===== src/rtl/hazard_stall_ctrl.sv =====
// Hazard/stall controller for the 5-stage pipeline: load-use stalls, taken-branch flushes,
// and front-end freeze while the multi-cycle multiplier owns EX. Counts stalled cycles.
module hazard_stall_ctrl #(
  parameter int MUL_LAT = 4,
  parameter int CNT_W   = 16
) (
  input  logic             clk,
  input  logic             reset_n,
  input  logic [4:0]       IFID_Rs,
  input  logic [4:0]       IFID_Rt,
  input  logic             IFID_UsesRt,
  input  logic [4:0]       IDEX_Rt,
  input  logic             IDEX_MemRead,
  input  logic             EX_BranchTaken,
  input  logic             EX_MulStart,
  output logic             PC_Write,
  output logic             IFID_Write,
  output logic             IFID_Flush,
  output logic             IDEX_Bubble,
  output logic             EXMEM_Bubble,
  output logic             MulBusy,
  output logic             MulDone,
  output logic [CNT_W-1:0] StallCount
);

  localparam int MC_W = 4;

  typedef enum logic {RUN, MUL_BUSY} state_t;

  state_t           state_q, state_d;
  logic [MC_W-1:0]  mul_cnt_q, mul_cnt_d;
  logic [CNT_W-1:0] stall_cnt_q, stall_cnt_d;
  logic             load_use;

  assign load_use = IDEX_MemRead && (IDEX_Rt != 5'd0) &&
                    ((IDEX_Rt == IFID_Rs) || (IFID_UsesRt && (IDEX_Rt == IFID_Rt)));

  always_comb begin
    state_d      = state_q;
    mul_cnt_d    = mul_cnt_q;
    PC_Write     = 1'b1;
    IFID_Write   = 1'b1;
    IFID_Flush   = 1'b0;
    IDEX_Bubble  = 1'b0;
    EXMEM_Bubble = 1'b0;
    MulBusy      = 1'b0;
    MulDone      = 1'b0;
    unique case (state_q)
      RUN: begin
        // Branch wins: anything behind it is wrong-path, so its hazards don't matter.
        if (EX_BranchTaken) begin
          IFID_Flush  = 1'b1;
          IDEX_Bubble = 1'b1;
        end else if (EX_MulStart) begin
          PC_Write     = 1'b0;
          IFID_Write   = 1'b0;
          EXMEM_Bubble = 1'b1;
          MulBusy      = 1'b1;
          mul_cnt_d    = MC_W'(MUL_LAT - 2);
          state_d      = MUL_BUSY;
        end else if (load_use) begin
          PC_Write    = 1'b0;
          IFID_Write  = 1'b0;
          IDEX_Bubble = 1'b1;
        end
      end
      MUL_BUSY: begin
        MulBusy = 1'b1;
        if (mul_cnt_q == '0) begin
          MulDone = 1'b1;
          state_d = RUN;
        end else begin
          PC_Write     = 1'b0;
          IFID_Write   = 1'b0;
          EXMEM_Bubble = 1'b1;
          mul_cnt_d    = mul_cnt_q - 1'b1;
        end
      end
      default: state_d = RUN;
    endcase
    // Outputs must show their idle values for the whole time reset is held.
    if (!reset_n) begin
      PC_Write     = 1'b1;
      IFID_Write   = 1'b1;
      IFID_Flush   = 1'b0;
      IDEX_Bubble  = 1'b0;
      EXMEM_Bubble = 1'b0;
      MulBusy      = 1'b0;
      MulDone      = 1'b0;
    end
  end

  always_comb begin
    stall_cnt_d = stall_cnt_q;
    if (!PC_Write && (stall_cnt_q != {CNT_W{1'b1}}))
      stall_cnt_d = stall_cnt_q + 1'b1;
  end

  always_ff @(posedge clk or negedge reset_n) begin
    if (!reset_n) begin
      state_q     <= RUN;
      mul_cnt_q   <= '0;
      stall_cnt_q <= '0;
    end else begin
      state_q     <= state_d;
      mul_cnt_q   <= mul_cnt_d;
      stall_cnt_q <= stall_cnt_d;
    end
  end

  assign StallCount = stall_cnt_q;

  a_flush_vs_hold: assert property (@(posedge clk) disable iff (!reset_n)
    !(IFID_Flush && !IFID_Write));

endmodule


===== config.mk =====
export PLATFORM = sky130hd
export DESIGN_NAME = hazard_stall_ctrl
export DESIGN_NICKNAME = d
export VERILOG_FILES = /design/src/rtl/hazard_stall_ctrl.sv
export SDC_FILE = /design/constraint.sdc
export NUM_CORES = 1
export LEC_CHECK = 0
export ABC_AREA = 1
export CELL_PAD_IN_SITES_DETAIL_PLACEMENT = 1
export CELL_PAD_IN_SITES_GLOBAL_PLACEMENT = 2
export CORE_MARGIN = 2
export CORE_UTILIZATION = 22
export DETAILED_ROUTE_END_ITERATION = 12
export GPL_TIMING_DRIVEN = 0
export PLACE_DENSITY = 0.74
export SLEW_MARGIN = 5
export SYNTH_ARGS = -nofsm -noshare
export SYNTH_HDL_FRONTEND = slang
export SYNTH_SLANG_ARGS = --single-unit

===== constraint.sdc =====
create_clock -name clk -period 1.6 [get_ports clk]
set_input_delay 0.32 -clock clk [delete_from_list [all_inputs] [get_ports clk]]
set_output_delay 0.32 -clock clk [all_outputs]
set_load 0.01 [all_outputs]

Word level (Yosys, flattened, before mapping). Index checks and enable logic that the tools add are counted.

Memory bits (writable): 0. Memories kept: 0. Memory bits (read-only): 0. Latch bits: 0. Output and inout bits: 23. Bits in registers: 21.

Equality and inequality tests: 6. Magnitude comparators: 0. Divide/modulo/power cells: 0. $mul: 0. Shift-type cells: 0. Reductions and logical operators: 9. Add/subtract/negate cells: 2. Bitwise gates (word level): 1. Muxes and demuxes: 27.

Operator list (count): $mux W1 (20); $add A16 B1 Y16 const B (1); $ne A16 B16 Y1 const B (1); $mux W4 (3); $eq A5 B5 Y1 (2); $pmux W4 S2 (1); $ne A2 B2 Y1 const B (3); $pmux W1 S2 (3); $reduce_bool A5 Y1 (1); $logic_and A1 B1 Y1 (4); $logic_not A4 Y1 (1); $sub A4 B1 Y4 const B (1); $reduce_and A3 Y1 (1); $logic_not A1 Y1 (1); $logic_or A1 B1 Y1 (1); $not A1 Y1 (1).

Logic depth before layout (Yosys ltp).
Depth in word-level cells: 11. Gate-level depth with buffers: 12. Gate-level depth less buffers: 11.

Least setup slack after synthesis. No wires, ideal clock.

Path type: reg-to-output. Start: register mul_cnt_q[0]. End: output port PC_Write. Arrival: 1.468 ns. Setup slack: -0.188 ns. Data required time: 1.280 ns. Stages on the path, launching flop included: 10. Cell sequence: dfrtp_1 inv_1 ha_1 nand4_2 and3_1 nand3_2 nand2_4 buf_6 inv_1 buf_4.

Cells in the longest elaborated chain, start to end: 4.

RTL lines: from (decl) (line 31) `logic [MC_W-1:0] mul_cnt_q, mul_cnt_d;`; from (signal assigned) (line 106) `mul_cnt_q <= mul_cnt_d;`; $logic_not A4 Y1 (line 69) `if (mul_cnt_q == '0) begin`; $mux W1; $pmux W1 S2; $mux W1; to (decl) (line 16) `output logic PC_Write,`.

No other way between the ends.

Worst setup path after layout.
Start: input port EX_BranchTaken. End: output port PC_Write.

Cells in the longest elaborated chain, start to end: 3.

RTL lines: from (decl) (line 14) `input logic EX_BranchTaken,`; $mux W1 (line 51) `if (EX_BranchTaken) begin`; $pmux W1 S2 (line 48) `unique case (state_q)`; $mux W1 (line 82) `if (!reset_n) begin`.

No other way between the ends.

==> results.cfg <==
[yosys]
synthDominantAreaCellType = dfrtp_1
synth.net_count = 256
synth.top_cells.by_area = dfrtp_1 (34%), nand2_1 (20%), inv_1 (9.0%)
synthDominantCellAreaShare_pct = 34.0
synth.yosys.seq_area_share_pct = 34.0
postSynthAreaPerCell_um2 = 6.66
ys_ff_latch = 21
cell_count_after_synthesis = 232
synth_cell_types = 26
synth.cell_area_um2 = 1540
synthesis.yosys.warnings = 0

[placed_design]
port_buffers = 43
post-place-cells = 371
place_hpwl_um = 3440
place_congestion = 0.688
dp_slack_ns = -1.82

[clock_tree]
tritoncts.num_buffers = 3
clock_insertion_delay_worst_skew_ns = 0.27
clock_sinks = 21
clk_pin_slew_ns = 0.09
clock_path_buffers = 2
tritoncts = yes
cts_htree_levels = 1
ctsRootBufferMaster = clkbuf_8

[final_layout]
num-fill-cells = 841
antenna_cells = 0
area.growth.synth_to_final_pct = 69.9
drive_gt1_share_pct = 37.8
finalNonFillerCells = 408
layout.cells.most_common_list = nand2_1 (74), inv_1 (28), buf_4 (28)
layout.cells.most_common = nand2_1
layout.nets = 337

[outcome]
outcome = complete, but fails checks
violations_in_the_final_reports = setup timing

[pwr]
leakage_uw = 0.00141
vdd.ir_drop.worst_mv = 0.466
final_total_power_uw = 2510
cellPowerDensity_nw_per_um2 = 959

[setup_path]
critical_path_required_ns = 1.28
timing.reg2reg.worst_path_depth = 11
setup.worst_path.end_class = output port
critical_path.reg2reg.startpoint = mul_cnt_q[1]
cp_data_arrival_time_ns = 1.62
worst_setup_path_startpoint = EX_BranchTaken
worst-path-max-fanout = 4
critPathKind = in -> out
r2r_slack_ns = -0.05
crit_path_start_kind = input pin
r2r_end = StallCount[8]

[floorplanning]
boundaryPins = 44
num_rows = 30
design.die.area_um2 = 7700
die_width_um = 87.8
core_area_um2 = 6790
dieHeight_um = 87.8
initial_standard_cell_utilization_of_the_core_pct = 22.7

[timing]
achievable-frequency_ghz = 0.514
finalWorstSetupSlack_ns = -0.345
maxSlewHeadroom_pct = 74.3
period_minus_slack_ns = 1.94
worstMarginPinSlew_ns = 0.382
unrepaired_setup_endpoints_after_global_routing = yes
report.final.slew_viol_count = 0
finalSetupViolations = 18
setup_total_negative_slack_ns = -1.26
fin_hold_ws_ns = 0.521
final_min_period_over_clock_period_pct = 122
final_clock_skew_ns = 0.00331
timing_hold_violations_final = 0

[worst_hold_path]
min-delay-start = StallCount[5]
worst_hold_path_type = reg -> reg
whs_endpoint = StallCount[5]
hold_depth = 2

[job]
maxCapViolations = 0

[grt]
grt_max_degree = 22
grt_use_total_pct = 13.3
grt_pass1_vias = 1756
antenna_violations_before_repair = 0
global_route.overflow_total = 0
grt_pass1_wl_um = 8160

[drt]
post_drt_via_cell_ratio = 4.26
remaining_antenna_violation_count_after_routing = 0
remaining_drc_errors = 0
vias = 1738
first_pass_iters = 6
dr.first_iter.drc_count = 45
avgRoutedWirePerCell_um = 12.2
totalWireLength_um = 4960
flip-flops by register name, indices dropped and copies added, names as in the netlist:
signal,count
StallCount,16
mul_cnt_q,4
state_q,1
where the power goes:
part	switching [uW]	internal, uW	total, uW
clock	204	177	381
sequential	119	653	772
combinational	654	708	1360
total	977	1540	2510
metrics by stage:
| step | utilization [%] | area, um2 |
|---|---|---|
| finish | 38.6 | 2620 |
| global route | 38.6 | 2620 |
| CTS | 34.0 | 2310 |
| detailed placement | 31.4 | 2130 |
| global placement | 31.4 | 2130 |
| floorplan | - | 1580 |
cell usage after synthesis:
cell type and n:
buf_6 3, xnor2_1 3, ha_1 3, xor2_1 6
nand4_2 2, a31oi_1 1, nand3_1 25, nor2_1 16
nand3_2 1, o22ai_1 1, dfrtp_1 21, a21oi_1 3
and3_1 2, inv_1 37, inv_2 3, nor3_1 3
nor2_2 2, buf_4 1, nand2_4 2, nand4_1 6
and2_1 1, o31ai_1 1, nand2_2 2, o21ai_0 2
nand2_1 84, nor2_4 1
logic make-up after synthesis:
| kind of cell | after synthesis | share of synthesized area (%) |
|---|---|---|
| adders and majority gates | 3 | 2.43 |
| AOI/OAI and AO/OA | 8 | 2.92 |
| xor gates and xnor gates | 9 | 5.11 |
| buffers and inverters | 44 | 12.4 |
| DFF | 21 | 34.0 |
| and+or+nand+nor | 147 | 43.1 |
how the worst max path moves through the flow:
stage,cells after the start,slack (ns),endpoint
final,12,-0.34,PC_Write
after global routing,10,-0.45,PC_Write
after CTS,10,-0.40,PC_Write
after detailed placement,9,-1.82,PC_Write
after global placement,9,-1.79,PC_Write
after floorplan,9,-0.02,PC_Write
layout make-up:
type / count / area (um2) / area share [%]
Sequential cell: 21 / 536 / 20.4
Timing Repair Buffer: 75 / 716 / 27.3
Clock inverter: 1 / 7.51 / 0.286
Clock buffer: 3 / 41.3 / 1.57
Inverter: 40 / 155 / 5.92
Buffer: 4 / 52.6 / 2.00
Tap cell: 96 / 120 / 4.58
Multi-Input combinational cell: 168 / 995 / 37.9
per-layer routing:
layer  part of all wire [%]  wire length (um)  global-route usage, %
met2                     52              2590                   24.1
met5                      0                 0                      0
met3                    1.7                85                   2.26
met1                     45              2260                   16.7
met4                   0.54                27                   2.10
worst max-delay path, cell delays in order:
cell	delay [ns]
clkdlybuf4s50_1	0.42
inv_2	0.11
nand2_4	0.07
nand2_2	0.08
nand2_4	0.07
nor2_4	0.10
inv_2	0.05
nand2_4	0.07
buf_8	0.10
inv_4	0.03
buf_6	0.10
buf_6	0.11
timing repair:
| item | 4_1_cts | 5_1_grt |
|---|---|---|
| cloned | 0 | 2 |
| pin swaps | 26 | 24 |
| setup endpoints to repair | 33 | 31 |
| resized for setup | 104 | 63 |
| endpoints found under the hold margin | 21 | 0 |
| hold buffers | 2 | 0 |
| setup buffers | 14 | 15 |
(Power assumes the default switching activity.)
